==> src/rtl/rapids_pkg.sv <==
// Shared defaults and the entry layout for the rapids instruction issue queue.
package rapids_pkg;

    localparam int RAPIDS_INSTR_W = 32;
    localparam int RAPIDS_PC_W    = 32;

    // One queued instruction together with the PC it was fetched from.
    typedef struct packed {
        logic [RAPIDS_PC_W-1:0]    pc;
        logic [RAPIDS_INSTR_W-1:0] instr;
    } issue_entry_t;

endpackage

==> src/rtl/rapids_sync_fifo.sv <==
// Synchronous FIFO: register storage, wrapping pointers, occupancy count and a
// single-cycle flush that empties the queue without touching stored data.
module rapids_sync_fifo #(
    parameter int WIDTH = 8,
    parameter int DEPTH = 4
) (
    input  logic                     clk,
    input  logic                     reset,
    input  logic                     flush_i,
    input  logic                     push_i,
    input  logic                     pop_i,
    input  logic [WIDTH-1:0]         wdata_i,
    output logic [WIDTH-1:0]         rdata_o,
    output logic [$clog2(DEPTH):0]   count_o,
    output logic                     full_o,
    output logic                     empty_o
);

    localparam int AW = $clog2(DEPTH);

    logic [WIDTH-1:0] mem_q [DEPTH];
    logic [AW-1:0]    wr_ptr_q, wr_ptr_d;
    logic [AW-1:0]    rd_ptr_q, rd_ptr_d;
    logic [AW:0]      count_q, count_d;

    // Next pointer/count state; flush overrides any handshake in the same cycle.
    always_comb begin
        wr_ptr_d = wr_ptr_q;
        rd_ptr_d = rd_ptr_q;
        count_d  = count_q;
        if (flush_i) begin
            wr_ptr_d = '0;
            rd_ptr_d = '0;
            count_d  = '0;
        end else begin
            if (push_i) wr_ptr_d = wr_ptr_q + 1'b1;
            if (pop_i)  rd_ptr_d = rd_ptr_q + 1'b1;
            case ({push_i, pop_i})
                2'b10:   count_d = count_q + 1'b1;
                2'b01:   count_d = count_q - 1'b1;
                default: count_d = count_q;
            endcase
        end
    end

    // Control state register with synchronous reset.
    always_ff @(posedge clk) begin
        if (reset) begin
            wr_ptr_q <= '0;
            rd_ptr_q <= '0;
            count_q  <= '0;
        end else begin
            wr_ptr_q <= wr_ptr_d;
            rd_ptr_q <= rd_ptr_d;
            count_q  <= count_d;
        end
    end

    // Storage write; data is not reset since stale slots are never read while empty.
    always_ff @(posedge clk) begin
        if (push_i && !flush_i) mem_q[wr_ptr_q] <= wdata_i;
    end

    assign rdata_o = mem_q[rd_ptr_q];
    assign count_o = count_q;
    assign full_o  = (count_q == (AW+1)'(DEPTH));
    assign empty_o = (count_q == '0);

endmodule

==> src/rtl/rapids_issue_queue.sv <==
// Instruction buffer between fetch and controlpath: tags each accepted
// instruction with its PC, gates both handshakes, and flushes on redirect.
module rapids_issue_queue
    import rapids_pkg::*;
#(
    parameter int INSTR_W  = RAPIDS_INSTR_W,
    parameter int PC_W     = RAPIDS_PC_W,
    parameter int DEPTH    = 4,
    parameter int PC_STEP  = 1,
    parameter int RESET_PC = 0
) (
    input  logic                   clk,
    input  logic                   reset,
    input  logic                   in_valid,
    output logic                   in_ready,
    input  logic [INSTR_W-1:0]     in_instr,
    output logic                   issue_valid,
    input  logic                   issue_ready,
    output logic [INSTR_W-1:0]     issue_instr,
    output logic [PC_W-1:0]        issue_pc,
    input  logic                   redirect_valid,
    input  logic [PC_W-1:0]        redirect_pc,
    output logic [$clog2(DEPTH):0] count
);

    // Entry layout sized by this instance's parameters.
    typedef struct packed {
        logic [PC_W-1:0]    pc;
        logic [INSTR_W-1:0] instr;
    } entry_t;

    localparam int EW = PC_W + INSTR_W;

    logic            full, empty;
    logic            push, pop;
    logic [PC_W-1:0] pc_next_q, pc_next_d;
    entry_t          wentry, rentry;
    logic [EW-1:0]   rdata;

    // Both sides are blocked while resetting or redirecting; ready does not
    // look at issue_ready, so a full queue never accepts a same-cycle refill.
    assign in_ready    = !reset && !redirect_valid && !full;
    assign issue_valid = !reset && !redirect_valid && !empty;
    assign push        = in_valid && in_ready;
    assign pop         = issue_valid && issue_ready;

    assign wentry.pc    = pc_next_q;
    assign wentry.instr = in_instr;

    rapids_sync_fifo #(
        .WIDTH (EW),
        .DEPTH (DEPTH)
    ) u_fifo (
        .clk     (clk),
        .reset   (reset),
        .flush_i (redirect_valid),
        .push_i  (push),
        .pop_i   (pop),
        .wdata_i (wentry),
        .rdata_o (rdata),
        .count_o (count),
        .full_o  (full),
        .empty_o (empty)
    );

    assign rentry      = entry_t'(rdata);
    assign issue_instr = rentry.instr;
    assign issue_pc    = rentry.pc;

    // Next fetch PC: redirect retargets, each accepted instruction advances it.
    always_comb begin
        pc_next_d = pc_next_q;
        if (redirect_valid) pc_next_d = redirect_pc;
        else if (push)      pc_next_d = pc_next_q + PC_W'(PC_STEP);
    end

    // PC register; reset takes priority over a simultaneous redirect.
    always_ff @(posedge clk) begin
        if (reset) pc_next_q <= PC_W'(RESET_PC);
        else       pc_next_q <= pc_next_d;
    end

endmodule

==> config.mk <==
export PLATFORM = sky130hd
export DESIGN_NAME = rapids_issue_queue
export DESIGN_NICKNAME = d
export VERILOG_FILES = /design/src/rtl/rapids_pkg.sv /design/src/rtl/rapids_sync_fifo.sv /design/src/rtl/rapids_issue_queue.sv
export SDC_FILE = /design/constraint.sdc
export NUM_CORES = 1
export LEC_CHECK = 0
export CORE_MARGIN = 1
export CORE_UTILIZATION = 55
export CTS_CLUSTER_SIZE = 10
export DETAILED_ROUTE_END_ITERATION = 10
export HOLD_SLACK_MARGIN = 0.1
export PLACE_DENSITY_LB_ADDON = 0.25
export SLEW_MARGIN = 30
export SYNTH_ARGS = -nofsm -noshare
export SYNTH_HDL_FRONTEND = slang
export SYNTH_SLANG_ARGS = --single-unit
==> constraint.sdc <==
create_clock -name clk -period 7.4 [get_ports clk]
set_clock_uncertainty 0.05 [all_clocks]
set_input_delay 2.22 -clock clk [delete_from_list [all_inputs] [get_ports clk]]
set_output_delay 2.22 -clock clk [all_outputs]
set_load 0.05 [all_outputs]
==> flow_summary.json, run 1 <==
{
  "outcome": "finished, final reports clean",
  "synth_nets": 695,
  "ant_nets": 0,
  "synthFlopType": "edfxtp_1",
  "place_ws_ns": 1.161,
  "gr-total-overflow": 0,
  "cap_violations": 0,
  "wl_mm": 23.00,
  "nFillCells": 1266,
  "multi_input_area_um2": 2836,
  "gr-usage-all-layers_pct": 22.03,
  "fin_nets": 851,
  "rows": 52,
  "seq_area_um2": 8513,
  "post-synth-top-area-fraction_pct": 66.78,
  "grt_pass1_vias": 6512,
  "rsz0062_at_grt": "false",
  "cts_made_buffers": 35,
  "p_leak_nw": 4.412,
  "r2r_end": "u_fifo.count_o[2]$_SDFFE_PP0P_",
  "ys_seq_area_share_pct": 73.91,
  "grt_max_degree": 48,
  "via_per_inst": 5.884,
  "drc": 0,
  "setup_ws_ns": 1.140,
  "synth-xor-area-share_pct": 2.054,
  "r2r_slack_ns": 4.41,
  "max-vdd-ir-drop_v": 0.0001816,
  "gp_congestion": 0.9110,
  "numClockSinks": 297,
  "hold_end": "u_fifo.wr_ptr_q[1]$_SDFFE_PP0P_",
  "first_pass_iters": 5,
  "fin_tns_setup_ns": 0,
  "drive_gt1_share_pct": 16.88,
  "initial_core_util_pct": 56.52,
  "cts_hold_buffers": 0,
  "cp-start-kind": "primary input",
  "die_area_um2": 21510,
  "dp_hpwl_mm": 14.23,
  "wl_per_cell_um": 21.62,
  "max_slew_margin_pct": 49.98,
  "first_iter_violations": 472,
  "synth_top_family_by_area": "multiplexers",
  "yosysWarnings": 0,
  "ys_top_cells_by_area": "edfxtp_1, mux4_2, dfxtp_1, xnor2_1, nor2_1",
  "clk_pin_slew_ns": 0.05,
  "diodes": 0,
  "synth.distinct_cells": 48,
  "clk_latency_ns": 0.50,
  "finalCriticalPeriod_ns": 6.260,
  "cts_tree": "done",
  "final_common_cell": "edfxtp_1",
  "route.vias.total": 6261,
  "coreArea_um2": 20360,
  "syn_area_per_cell_um2": 18.60,
  "crit_arrival_ns": 3.99,
  "critPathRequiredTime_ns": 5.13,
  "yosys.area_share.simple_pct": 5.902,
  "synth-compound-area-share_pct": 2.707,
  "r2r-start": "u_fifo.count_o[0]$_SDFFE_PP0P_",
  "fp.dieW_um": 146.7,
  "portBuffers": 137,
  "worst_slew_pin_slew_ns": 0.7503,
  "async_reset_ff_share_pct": 0,
  "holdPathStages": 2,
  "antenna_found_initial": 0,
  "cts_setup_buffers": 0,
  "wl_met3_mm": 1.763,
  "place_area_um2": 13220,
  "grt_first_pass_wirelength_mm": 35.89,
  "max_freq_mhz": 159.7,
  "synthAdderAreaFrac_pct": 0.8261,
  "synth-edff-count": 256,
  "maxUsedRoutingLayer": "met4",
  "wl_met1_mm": 9.509,
  "path_max_fanout": 33,
  "yosys.area.top_type": "edfxtp_1",
  "cts_root_buffer": "clkbuf_16",
  "r2r_cells": 9,
  "final_area_um2": 14210,
  "final_cell_mix": "edfxtp_1, clkdlybuf4s50_1, mux4_2, dfxtp_1, clkbuf_16",
  "die_y_um": 146.7,
  "hp-start": "u_fifo.wr_ptr_q[1]$_SDFFE_PP0P_",
  "wl_met2_mm": 11.07,
  "io_pins": 138,
  "final_max_slew_viol_count": 0,
  "synth.area.mux_share_pct": 13.10,
  "fin_crit_sh_pct": 84.60,
  "area_growth_pct": 23.47,
  "power_mw": 3.554,
  "ys_ff_latch": 297,
  "ctsHtreeMaxLevel": 2,
  "syn_area_um2": 11510,
  "syn_inst": 619,
  "crit_type": "in2out",
  "endpoint_kind": "output port",
  "clockBufferDepth": 3,
  "setup_viol": 0,
  "powerDensity_nw_per_um2": 250.1,
  "min_path_type": "reg2reg",
  "cts_resized": 0,
  "hold_viol": 0
}
## per-stage QoR
step                      hold WS, ns  util [%]  std cells
after floorplan                0.4192         -        619
after global placement         0.4434     64.76       1007
after detailed placement       0.4608     64.91       1008
after CTS                      0.4693     69.78       1064
after global routing           0.4969     69.79       1064
final                          0.4661     69.79       1064
## critical path, cell delays in order
cell             delay (ns)
clkdlybuf4s50_1        0.47
buf_4                  0.34
nor2_1                 0.11
and2_1                 0.15
clkdlybuf4s50_1        0.70
## area by class of cell
cell class,instances,share of cell area (%)
multi-input cells,280,19.96
inverters,11,0.2993
flip-flops and latches,297,59.90
repair buffers,150,10.48
clock buffers,54,6.814
well taps,270,2.377
clock inverters,2,0.1761
## synthesized netlist by cell type, types with 6 or more instances
master      n
nor3_1      8
and2_1     11
a21oi_1    15
edfxtp_1  256
inv_1       9
nand4_1     9
xnor2_1    20
buf_2       6
dfxtp_1    41
xor2_1      7
a211oi_1   14
clkbuf_1   20
nor4_1     11
nand2_1    31
mux4_2     64
ha_1        6
nor2_1     32
## worst max path at each step
stage	start	cells after the start	slack, ns	end
after CTS	reset	5	1.15	in_ready
after global routing	reset	5	1.08	in_ready
after detailed placement	reset	5	1.16	in_ready
final	reset	5	1.14	in_ready
after floorplan	reset	4	1.62	issue_valid
after global placement	reset	5	1.16	in_ready
## report_power, final
part           switching, mW  internal [mW]  leakage (nW)
registers             0.0295           1.85          2.65
clock network          0.600          0.896         0.476
logic                 0.0998         0.0795          1.29
## logic make-up (layout without fill, tap and decap cells)
group                      count (synthesis)  after routing
AOI/OAI and AO/OA                         48             48
xor gates and xnor gates                  27             27
adders and majority gates                  7              7
buffers and inverters                     42            217
DFF                                      297            297
muxes                                     70             70
and+or+nand+nor                          128            128
## routing by layer
metal / global-route usage, % / vias up
met5: 0 / -
met4: 8.177 / 0
met3: 4.938 / 47
met2: 34.95 / 290
met1: 30.14 / 3143
li1: - / 2781
## flip-flops by register name, summed over array words and instances, names as in the netlist, named ones only
name,count
u_fifo.mem_q,256
pc_next_q,32
u_fifo.count_o,3
u_fifo.rd_ptr_q,2
u_fifo.wr_ptr_q,2
(Power assumes the default switching activity.)
==> run 2, diff against run 1 <==
--- a/config.mk
+++ b/config.mk
@@ -6,7 +6,7 @@
 export NUM_CORES = 1
 export LEC_CHECK = 0
 export CORE_MARGIN = 1
-export CORE_UTILIZATION = 55
+export CORE_UTILIZATION = 50
 export CTS_CLUSTER_SIZE = 10
 export DETAILED_ROUTE_END_ITERATION = 10
 export HOLD_SLACK_MARGIN = 0.1
==> constraint.sdc (replaced) <==
create_clock -name clk -period 5.7 [get_ports clk]
set_clock_uncertainty 0.05 [all_clocks]
set_input_delay 1.71 -clock clk [delete_from_list [all_inputs] [get_ports clk]]
set_output_delay 1.71 -clock clk [all_outputs]
set_load 0.05 [all_outputs]
==> flow_summary.json, run 2 (synthesis results as in run 1) <==
{
  "portBuffers": 137,
  "cts_resized": 0,
  "cts_tree": "done",
  "worst_slew_pin_slew_ns": 0.7528,
  "wl_mm": 23.09,
  "via_per_inst": 5.797,
  "endpoint_kind": "output port",
  "hp-start": "u_fifo.wr_ptr_q[1]$_SDFFE_PP0P_",
  "rows": 55,
  "cts_hold_buffers": 0,
  "grt_first_pass_wirelength_mm": 35.93,
  "final_max_slew_viol_count": 0,
  "fin_crit_sh_pct": 82.89,
  "largest_reg_flops": 256,
  "slowest_stage": "clkdlybuf4s50_1",
  "dp.cells": 1020,
  "wl_met2_mm": 11.41,
  "cp-start-kind": "primary input",
  "wl_per_cell_um": 21.52,
  "path_max_fanout": 33,
  "gp_congestion": 0.8700,
  "final_cell_mix": "edfxtp_1, clkdlybuf4s50_1, mux4_2, dfxtp_1, clkbuf_16",
  "gr-usage-all-layers_pct": 20.03,
  "hold_end": "u_fifo.wr_ptr_q[1]$_SDFFE_PP0P_",
  "ant_nets": 0,
  "die_y_um": 153.7,
  "cts_made_buffers": 36,
  "crit_type": "in2out",
  "antenna_found_initial": 0,
  "rsz0062_at_grt": "false",
  "crit_arrival_ns": 2.96,
  "cap_violations": 0,
  "clockBufferDepth": 3,
  "worst-path-buf-inv": 3,
  "first_pass_iters": 5,
  "critPathRequiredTime_ns": 3.94,
  "coreArea_um2": 22640,
  "diodes": 0,
  "wl_met3_mm": 1.379,
  "ctsHtreeMaxLevel": 2,
  "area_growth_pct": 24.35,
  "route.vias.total": 6220,
  "outcome": "finished, final reports clean",
  "max_slew_margin_pct": 49.81,
  "maxUsedRoutingLayer": "met4",
  "regMostFlops": "u_fifo.mem_q",
  "fp.dieW_um": 153.7,
  "grt_pass1_vias": 6504,
  "clk_latency_ns": 0.50,
  "min_path_type": "reg2reg",
  "max_freq_mhz": 211.6,
  "final_area_um2": 14310,
  "p_leak_nw": 4.433,
  "r2r-start": "u_fifo.count_o[2]$_SDFFE_PP0P_",
  "place_area_um2": 13300,
  "grt_max_degree": 42,
  "dp_hpwl_mm": 14.21,
  "cp_top_family": "buffers and inverters",
  "die_area_um2": 23630,
  "clk_pin_slew_ns": 0.05,
  "powerDensity_nw_per_um2": 326.5,
  "final_common_cell": "edfxtp_1",
  "finalCriticalPeriod_ns": 4.725,
  "initial_core_util_pct": 50.84,
  "nFillCells": 1573,
  "drive_gt1_share_pct": 16.88,
  "setup_viol": 0,
  "fin_tns_setup_ns": 0,
  "drc": 0,
  "wl_met1_mm": 9.828,
  "holdPathStages": 2,
  "max-vdd-ir-drop_v": 0.0002310,
  "hold_viol": 0,
  "r2r_cells": 9,
  "r2r_slack_ns": 2.76,
  "fin_nets": 849,
  "cts_root_buffer": "clkbuf_16",
  "crit_chain": "clkdlybuf4s50_1 -> buf_4 -> nor2_1 -> and2_1 -> buf_12",
  "cp_slowest_stage_delay_ns": 0.47,
  "first_iter_violations": 425,
  "io_pins": 138,
  "numClockSinks": 297,
  "cts_setup_buffers": 0,
  "gr-total-overflow": 0,
  "stdcell_count": 1073,
  "power_mw": 4.673,
  "r2r_end": "u_fifo.count_o[2]$_SDFFE_PP0P_"
}
run 2: cell types whose count changed in the layout (fill, tap and decap cells not counted), sizes merged:
| cell | previous run | this run |
|---|---|---|
| buf | 13 | 12 |
| bufinv | 0 | 1 |
| clkbuf | 54 | 49 |
| clkdlybuf4s50 | 137 | 135 |
| clkinv | 2 | 4 |
| inv | 11 | 10 |
run 2: worst max path at each step:
stage	startpoint	slack, ns	cells past startpoint	end
after floorplan	reset	0.94	4	issue_valid
after global placement	reset	0.99	5	in_ready
after detailed placement	reset	0.99	5	in_ready
after CTS	flip-flop	0.93	3	issue_pc[28]
after global routing	flip-flop	0.88	3	issue_instr[28]
final	reset	0.98	5	in_ready
run 2: cell type report:
type	instances	area [µm²]	area share [%]
sequential	297	8513	59.48
inverter	11	41.29	0.2885
tap	285	356.6	2.491
timing repair buffer	147	1549	10.82
multi-input combinational	280	2840	19.84
clock inverter	4	42.54	0.2972
clock buffer	49	970.9	6.783
run 2: routing by layer:
metal | global-route usage, % | vias to the layer above
met1 | 26.83 | 3134
li1 | - | 2782
met2 | 33.44 | 269
met3 | 3.861 | 35
met5 | 0 | -
met4 | 6.095 | 0
run 2: tightest hold or removal path: stages (launching register included):
cell and delay (ns):
dfxtp_1 0.34, nand2_1 0.07, a21oi_1 0.06
run 2: power breakdown:
part | internal (mW) | total, mW | switching, mW
logic | 0.105 | 0.234 | 0.129
clock network | 1.22 | 2.00 | 0.781
registers | 2.40 | 2.44 | 0.0381
run 2: metrics by stage:
stage / hold slack (ns) / util (%) / worst slack (ns)
after floorplan: 0.4192 / - / 0.9448
after global placement: 0.4380 / 58.36 / 0.9853
after detailed placement: 0.4463 / 58.75 / 0.9851
after CTS: 0.4534 / 63.22 / 0.9348
after global routing: 0.4923 / 63.22 / 0.8753
final: 0.4576 / 63.22 / 0.9751
